==> config.mk <==
export PLATFORM = sky130hd
export DESIGN_NAME = jzjpcc_execute
export DESIGN_NICKNAME = d
export VERILOG_FILES = /design/src/rtl/jzjpcc_execute.sv
export SDC_FILE = /design/constraint.sdc
export NUM_CORES = 2
export LEC_CHECK = 0
export CAP_MARGIN = 20
export CELL_PAD_IN_SITES_DETAIL_PLACEMENT = 1
export CELL_PAD_IN_SITES_GLOBAL_PLACEMENT = 2
export CORE_ASPECT_RATIO = 1.5
export CORE_MARGIN = 4
export CORE_UTILIZATION = 36
export CTS_BUF_LIST = sky130_fd_sc_hd__clkbuf_8 sky130_fd_sc_hd__clkbuf_16
export DETAILED_ROUTE_END_ITERATION = 16
export HOLD_SLACK_MARGIN = 0.12
export MAX_ROUTING_LAYER = met4
export PLACE_DENSITY_LB_ADDON = 0.15
export RECOVER_POWER = 25
export SYNTH_ARGS = -nofsm -noshare
export SYNTH_HDL_FRONTEND = slang
export SYNTH_SLANG_ARGS = --single-unit
==> constraint.sdc <==
create_clock -name clock -period 10.99 [get_ports clock]
set_clock_uncertainty 0.05 [all_clocks]
set_input_delay 2.7475 -clock clock [delete_from_list [all_inputs] [get_ports clock]]
set_output_delay 2.7475 -clock clock [all_outputs]
set_load 0.02 [all_outputs]
==> src/rtl/jzjpcc_execute.sv <==
// Execute stage: single-cycle RV32I ALU plus an iterative radix-2 RV32M unit that
// stalls the front of the pipe and sends bubbles to memory while it works.
module jzjpcc_execute #(
  parameter int PC_MAX_B = 31
) (
  input  logic                clock,
  input  logic                reset,
  input  logic                rdWriteEnable_execute,
  input  logic                memoryWriteEnable_execute,
  input  logic [2:0]          aluOperation_execute,
  input  logic                aluMod_execute,
  input  logic [1:0]          aluMuxMode_execute,
  input  logic                mulDiv_execute,
  input  logic                rdSource_execute,
  input  logic [4:0]          rdAddr_execute,
  input  logic [2:0]          funct3_execute,
  input  logic [31:0]         immediate_execute,
  input  logic [PC_MAX_B:2]   currentPC_execute,
  input  logic [31:0]         rs1_execute,
  input  logic [31:0]         rs2_execute,
  input  logic                bypassRS1_execute,
  input  logic                bypassRS2_execute,
  input  logic [31:0]         bypassValueRS1_execute,
  input  logic [31:0]         bypassValueRS2_execute,
  output logic [31:0]         aluResult_memory,
  output logic [31:0]         rs2_memory,
  output logic [4:0]          rdAddr_memory,
  output logic [2:0]          funct3_memory,
  output logic                rdSource_memory,
  output logic                rdWriteEnable_memory,
  output logic                memoryWriteEnable_memory,
  output logic                stall_execute
);

  localparam logic [1:0] ST_IDLE = 2'd0;
  localparam logic [1:0] ST_RUN  = 2'd1;
  localparam logic [1:0] ST_DONE = 2'd2;

  logic [1:0]  r_state;
  logic [4:0]  r_count;
  logic [63:0] r_acc;
  logic [31:0] r_opnd;
  logic        r_negA;
  logic        r_negB;
  logic        r_divZero;
  logic [2:0]  r_f3;
  logic [4:0]  r_rd;
  logic        r_rdSource;

  logic [31:0] w_realRS1;
  logic [31:0] w_realRS2;
  logic [31:0] w_pc32;
  logic [31:0] w_opA;
  logic [31:0] w_opB;
  logic [4:0]  w_shamt;
  logic [31:0] w_aluResult;
  logic        w_startMulDiv;
  logic        w_signedA;
  logic        w_signedB;
  logic        w_negA;
  logic        w_negB;
  logic [31:0] w_absA;
  logic [31:0] w_absB;
  logic [32:0] w_mulSum;
  logic [63:0] w_mulNext;
  logic [32:0] w_divShift;
  logic [33:0] w_divDiff;
  logic [63:0] w_divNext;
  logic [63:0] w_mulProd;
  logic [31:0] w_quot;
  logic [31:0] w_rem;
  logic [31:0] w_mdResult;

  assign w_realRS1 = bypassRS1_execute ? bypassValueRS1_execute : rs1_execute;
  assign w_realRS2 = bypassRS2_execute ? bypassValueRS2_execute : rs2_execute;

  always_comb begin
    w_pc32 = '0;
    w_pc32[PC_MAX_B:2] = currentPC_execute;
  end

  always_comb begin
    w_opA = w_realRS1;
    w_opB = w_realRS2;
    case (aluMuxMode_execute)
      2'b00: begin w_opA = w_realRS1; w_opB = w_realRS2;         end
      2'b01: begin w_opA = w_realRS1; w_opB = immediate_execute; end
      2'b10: begin w_opA = w_pc32;    w_opB = immediate_execute; end
      default: begin w_opA = 32'd0;   w_opB = immediate_execute; end
    endcase
  end

  assign w_shamt = w_opB[4:0];

  always_comb begin
    w_aluResult = '0;
    case (aluOperation_execute)
      3'b000: w_aluResult = aluMod_execute ? (w_opA - w_opB) : (w_opA + w_opB);
      3'b001: w_aluResult = w_opA << w_shamt;
      3'b010: w_aluResult = {31'd0, $signed(w_opA) < $signed(w_opB)};
      3'b011: w_aluResult = {31'd0, w_opA < w_opB};
      3'b100: w_aluResult = w_opA ^ w_opB;
      3'b101: w_aluResult = aluMod_execute ? 32'($signed(w_opA) >>> w_shamt) : (w_opA >> w_shamt);
      3'b110: w_aluResult = w_opA | w_opB;
      default: w_aluResult = w_opA & w_opB;
    endcase
  end

  // Operands are reduced to magnitudes up front; signs are reapplied in DONE.
  assign w_startMulDiv = (r_state == ST_IDLE) && mulDiv_execute && rdWriteEnable_execute;
  assign w_signedA = (funct3_execute == 3'b001) || (funct3_execute == 3'b010) ||
                     (funct3_execute == 3'b100) || (funct3_execute == 3'b110);
  assign w_signedB = (funct3_execute == 3'b001) || (funct3_execute == 3'b100) ||
                     (funct3_execute == 3'b110);
  assign w_negA = w_signedA && w_realRS1[31];
  assign w_negB = w_signedB && w_realRS2[31];
  assign w_absA = w_negA ? (32'd0 - w_realRS1) : w_realRS1;
  assign w_absB = w_negB ? (32'd0 - w_realRS2) : w_realRS2;

  // r_acc doubles as {partial product, multiplier} or {remainder, quotient}.
  assign w_mulSum   = {1'b0, r_acc[63:32]} + (r_acc[0] ? {1'b0, r_opnd} : 33'd0);
  assign w_mulNext  = {w_mulSum, r_acc[31:1]};
  assign w_divShift = {r_acc[63:32], r_acc[31]};
  assign w_divDiff  = {1'b0, w_divShift} - {2'b00, r_opnd};
  assign w_divNext  = w_divDiff[33] ? {w_divShift[31:0], r_acc[30:0], 1'b0}
                                    : {w_divDiff[31:0],  r_acc[30:0], 1'b1};

  assign w_mulProd = (r_negA ^ r_negB) ? (64'd0 - r_acc) : r_acc;
  assign w_quot    = r_divZero ? 32'hFFFF_FFFF
                               : ((r_negA ^ r_negB) ? (32'd0 - r_acc[31:0]) : r_acc[31:0]);
  assign w_rem     = r_negA ? (32'd0 - r_acc[63:32]) : r_acc[63:32];

  always_comb begin
    w_mdResult = '0;
    case (r_f3)
      3'b000:                 w_mdResult = w_mulProd[31:0];
      3'b001, 3'b010, 3'b011: w_mdResult = w_mulProd[63:32];
      3'b100, 3'b101:         w_mdResult = w_quot;
      default:                w_mdResult = w_rem;
    endcase
  end

  assign stall_execute = !reset && (w_startMulDiv || (r_state == ST_RUN));

  always_ff @(posedge clock or posedge reset) begin
    if (reset) begin
      r_state                  <= ST_IDLE;
      r_count                  <= '0;
      r_acc                    <= '0;
      r_opnd                   <= '0;
      r_negA                   <= 1'b0;
      r_negB                   <= 1'b0;
      r_divZero                <= 1'b0;
      r_f3                     <= '0;
      r_rd                     <= '0;
      r_rdSource               <= 1'b0;
      aluResult_memory         <= '0;
      rs2_memory               <= '0;
      rdAddr_memory            <= '0;
      funct3_memory            <= '0;
      rdSource_memory          <= 1'b0;
      rdWriteEnable_memory     <= 1'b0;
      memoryWriteEnable_memory <= 1'b0;
    end else begin
      case (r_state)
        ST_IDLE: begin
          if (w_startMulDiv) begin
            r_state                  <= ST_RUN;
            r_count                  <= '0;
            r_acc                    <= {32'd0, w_absA};
            r_opnd                   <= w_absB;
            r_negA                   <= w_negA;
            r_negB                   <= w_negB;
            r_divZero                <= (w_realRS2 == 32'd0);
            r_f3                     <= funct3_execute;
            r_rd                     <= rdAddr_execute;
            r_rdSource               <= rdSource_execute;
            rdWriteEnable_memory     <= 1'b0;
            memoryWriteEnable_memory <= 1'b0;
          end else begin
            aluResult_memory         <= w_aluResult;
            rs2_memory               <= w_realRS2;
            rdAddr_memory            <= rdAddr_execute;
            funct3_memory            <= funct3_execute;
            rdSource_memory          <= rdSource_execute;
            rdWriteEnable_memory     <= rdWriteEnable_execute;
            memoryWriteEnable_memory <= memoryWriteEnable_execute;
          end
        end
        ST_RUN: begin
          r_acc   <= r_f3[2] ? w_divNext : w_mulNext;
          r_count <= r_count + 5'd1;
          if (r_count == 5'd31) begin
            r_state <= ST_DONE;
          end
          rdWriteEnable_memory     <= 1'b0;
          memoryWriteEnable_memory <= 1'b0;
        end
        ST_DONE: begin
          aluResult_memory         <= w_mdResult;
          rdAddr_memory            <= r_rd;
          funct3_memory            <= r_f3;
          rdSource_memory          <= r_rdSource;
          rdWriteEnable_memory     <= 1'b1;
          memoryWriteEnable_memory <= 1'b0;
          r_state                  <= ST_IDLE;
        end
        default: r_state <= ST_IDLE;
      endcase
    end
  end

endmodule

==> metrics.md <==
| Metric | Value |
|---|---|
| First-pass GRT wire length | `212 mm` |
| GR Overflow Total | `0` |
| Syn Inst Count | `3573` |
| DP Wirelength | `between 100 and 150 mm` |
| Crit path time final | `about 8000 ps` |
| Clock sink total | `190` |
| Final WL | `148 mm` |
| Final TNS setup | `0 ps` |
| CTS clk-pin slew, worst paths | `around 80 ps` |
| Final Cycle Share | `73.2%` |
| Cell family contributing the most delay on the critical path | `buffers and inverters` |
| Area of the mapped netlist | `between 0.02 and 0.03 mm^2` |
| Drt initial violations | `2873` |
| Yosys reg bits | `190` |
| Core area | `0.0704 mm^2` |
| Skew-Pair Late Insertion Delay | `approximately 510 ps` |
| Tot Pwr | `0.00761 W` |
| Fin. Hold Viols | `0` |
| CP Max Fanout | `8` |
| Syn_nets | `3961` |
| Area Growth Syn to Fin | `16.8%` |
| Final core occ | `42.5%` |
| DRT Pass-1 Iters | `5` |
| Count of cell types in the netlist | `105` |
| Post-cts resize count | `0` |
| Synth top area cells | `dfrtp_1, ha_1, mux2i_1` |
| Placed Area | `0.0293 mm^2` |
| Area leader, netlist | `dfrtp_1` |
| Peak supply drop | `201 uV` |
| GPL Wtd Cong | `1.08` |
| CTS max path bufs | `2` |
| H-Tree Depth | `4` |
| GR Util All Layers | `38.9%` |
| Worst hold path class | `flip-flop to flip-flop` |
| CP Capture Type | `output port` |
| Most frequent cells in the layout | `nor2_1, nand2_1, a21oi_1` |
| DRC | `0` |
| FFs w/ async S/R, synth | `100%` |
| Crit start category | `input port` |
| Vias per cell | `6.37` |
| Crit path cell chain | `dlygate4sd3_1 > nand3_1 > a21oi_1 > clkdlybuf4s50_1` |
| Fmax achieved | `124 MHz` |
| CTS tree | `built` |
| Die Wd | `226 um` |
| Post-DR wirelength/cell | `32.0 um` |
| Vias in the first global route | `30700` |
| Initial Utilization | `36.4%` |
| Syn avg cell area | `7.18 um^2` |
| Setup-failing EPs final | `0` |
| Prevailing post-synth register cell | `dfrtp_1` |
| Hold buffers post-CTS | `0` |
| RSZ-0062 raised after global routing | `no` |
| Failing checks | `max-capacitance violations, max-slew violations` |
| Clock buffer count from CTS | `17` |
| Arr. time, crit path | `5250 ps` |
| EDFF count, synth | `0` |
| Post-route ant nets | `0` |
| Lkg Pwr | `12.7 nW` |
| IO Pins | `288` |
| Post-synth top area share | `about 19%` |
| Measured slew at the worst slew-check pin | `around 6200 ps` |
| Yosys warning total | `0` |
| Largest net degree at the start of global routing | `118` |
| Pwr Density | `254 mW/mm^2` |
| Largest stage delay, worst path | `approximately 770 ps` |
| MaxCap Viol Count | `2` |
| Buf/Inv on CP | `2` |
| Commonest non-fill, non-tap cell in the layout | `nor2_1` |
| PortBufs | `287` |
| Rows | `between 100 and 150` |
| Nets | `slightly above 4000` |
| Status | `complete, but fails checks` |
| Fin area | `0.0300 mm^2` |
| Layout cells sized above 1 | `between 6 and 7%` |
| Sequential area share after synthesis | `18.5%` |
| Post-CTS setup buffer count | `0` |
| Clk Tree Root Cell | `clkbuf_16` |
| Slowest CP cell | `clkdlybuf4s50_1` |
| Fin. max-slew vios | `between 100 and 150` |
| Die Y | `335 um` |
| Initial antenna violation count | `4` |
| Via count | `between 20000 and 30000` |
| Die ar. | `0.0757 mm^2` |
| Worst setup path category | `input port to output port` |
| Slew headroom | `-314%` |
| Worst EP required | `8190 ps` |
final cells by class:
type,count,area [um^2]
tap,907,1130
sequential,190,4760
inverter,178,672
fill,8763,40500
antenna,3,7.51
multi-input combinational,2943,19200
timing repair buffer,384,3580
clock inverter,15,194
clock buffer,17,425
state kept, by name, indices dropped and copies added (netlist names), 2 cells and up:
signal / cells
r_opnd: 32
rs2_memory: 32
aluResult_memory: 32
rdAddr_memory: 5
r_state: 2
r_acc: 64
funct3_memory: 3
r_rd: 5
r_count: 5
r_f3: 3
stage by stage:
stage,instances,setup slack [ps],hold WS (ps)
finish,4637,2940,432
global placement,4598,2950,405
global route,4636,2160,464
detailed placement,4600,2730,419
floorplan,3573,3020,395
CTS,4632,3270,441
cell families after synthesis:
kind of cell	after synthesis	share of synthesized area, %
compound gates	1244	30.4
simple gates	1084	19.1
buf+inv	440	7.00
mux	221	8.84
xor+xnor	218	7.44
flops	190	18.5
fa+ha+maj	176	8.70
per-layer routing:
layer  routed length (um)  track usage (%)
met5                    0                -
met4                15700             32.4
met3                 6750             3.78
met2                69900             62.7
met1                55700             43.2
synth_stat cells (24+ instances only):
cell type / number
o2bb2ai_1: 30
nor3_1: 91
mux2_2: 24
a22oi_1: 39
nor2_1: 393
mux2i_1: 193
o221ai_1: 30
o31ai_1: 31
a211oi_1: 50
xor2_1: 89
dfrtp_1: 190
a21oi_1: 359
inv_1: 172
o211ai_1: 51
a31oi_1: 36
xnor2_1: 129
nand3_1: 57
buf_2: 46
a21o_1: 59
o21ai_0: 344
clkbuf_1: 173
nand2_1: 361
nor2b_1: 26
nand2b_1: 25
ha_1: 172
buf_1: 26
worst paths after layout:
| check | depth (start not counted) | end | start | slack, ps |
|---|---|---|---|---|
| max reg2reg | 14 | r_acc[61]$_DFFE_PP0P_ | r_opnd[0]$_DFFE_PP0P_ | 6310 |
| max in group asynchronous | 2 | r_f3[2]$_DFFE_PP0P_ | reset | 3120 |
| min reg2reg | 2 | r_opnd[29]$_DFFE_PP0P_ | r_opnd[29]$_DFFE_PP0P_ | 430 |
| min | 2 | r_opnd[29]$_DFFE_PP0P_ | r_opnd[29]$_DFFE_PP0P_ | 430 |
| min in group asynchronous | 2 | r_acc[1]$_DFFE_PP0P_ | reset | 4760 |
| max | 4 | stall_execute | mulDiv_execute | 2940 |
worst reg2reg max path, stage by stage (launching register included):
cell	delay, ps
dfrtp_1	510
and2_1	220
ha_1	230
fa_1	420
a21oi_1	250
o22ai_1	170
o41a_1	420
a221oi_1	560
o21ai_0	380
o211ai_1	360
a311oi_1	230
a31oi_1	240
xnor2_1	150
nor2_1	70
o31ai_1	320
power breakdown:
part | internal [W] | total (W) | switching (W) | leakage, nW
sequential | 0.00102 | 0.00156 | 0.000541 | 2.37
clock | 0.000316 | 0.000698 | 0.000382 | 0.301
combinational | 0.00195 | 0.00535 | 0.00339 | 10.1
total | 0.00329 | 0.00761 | 0.00432 | 12.7
(Power assumes the default switching activity.)
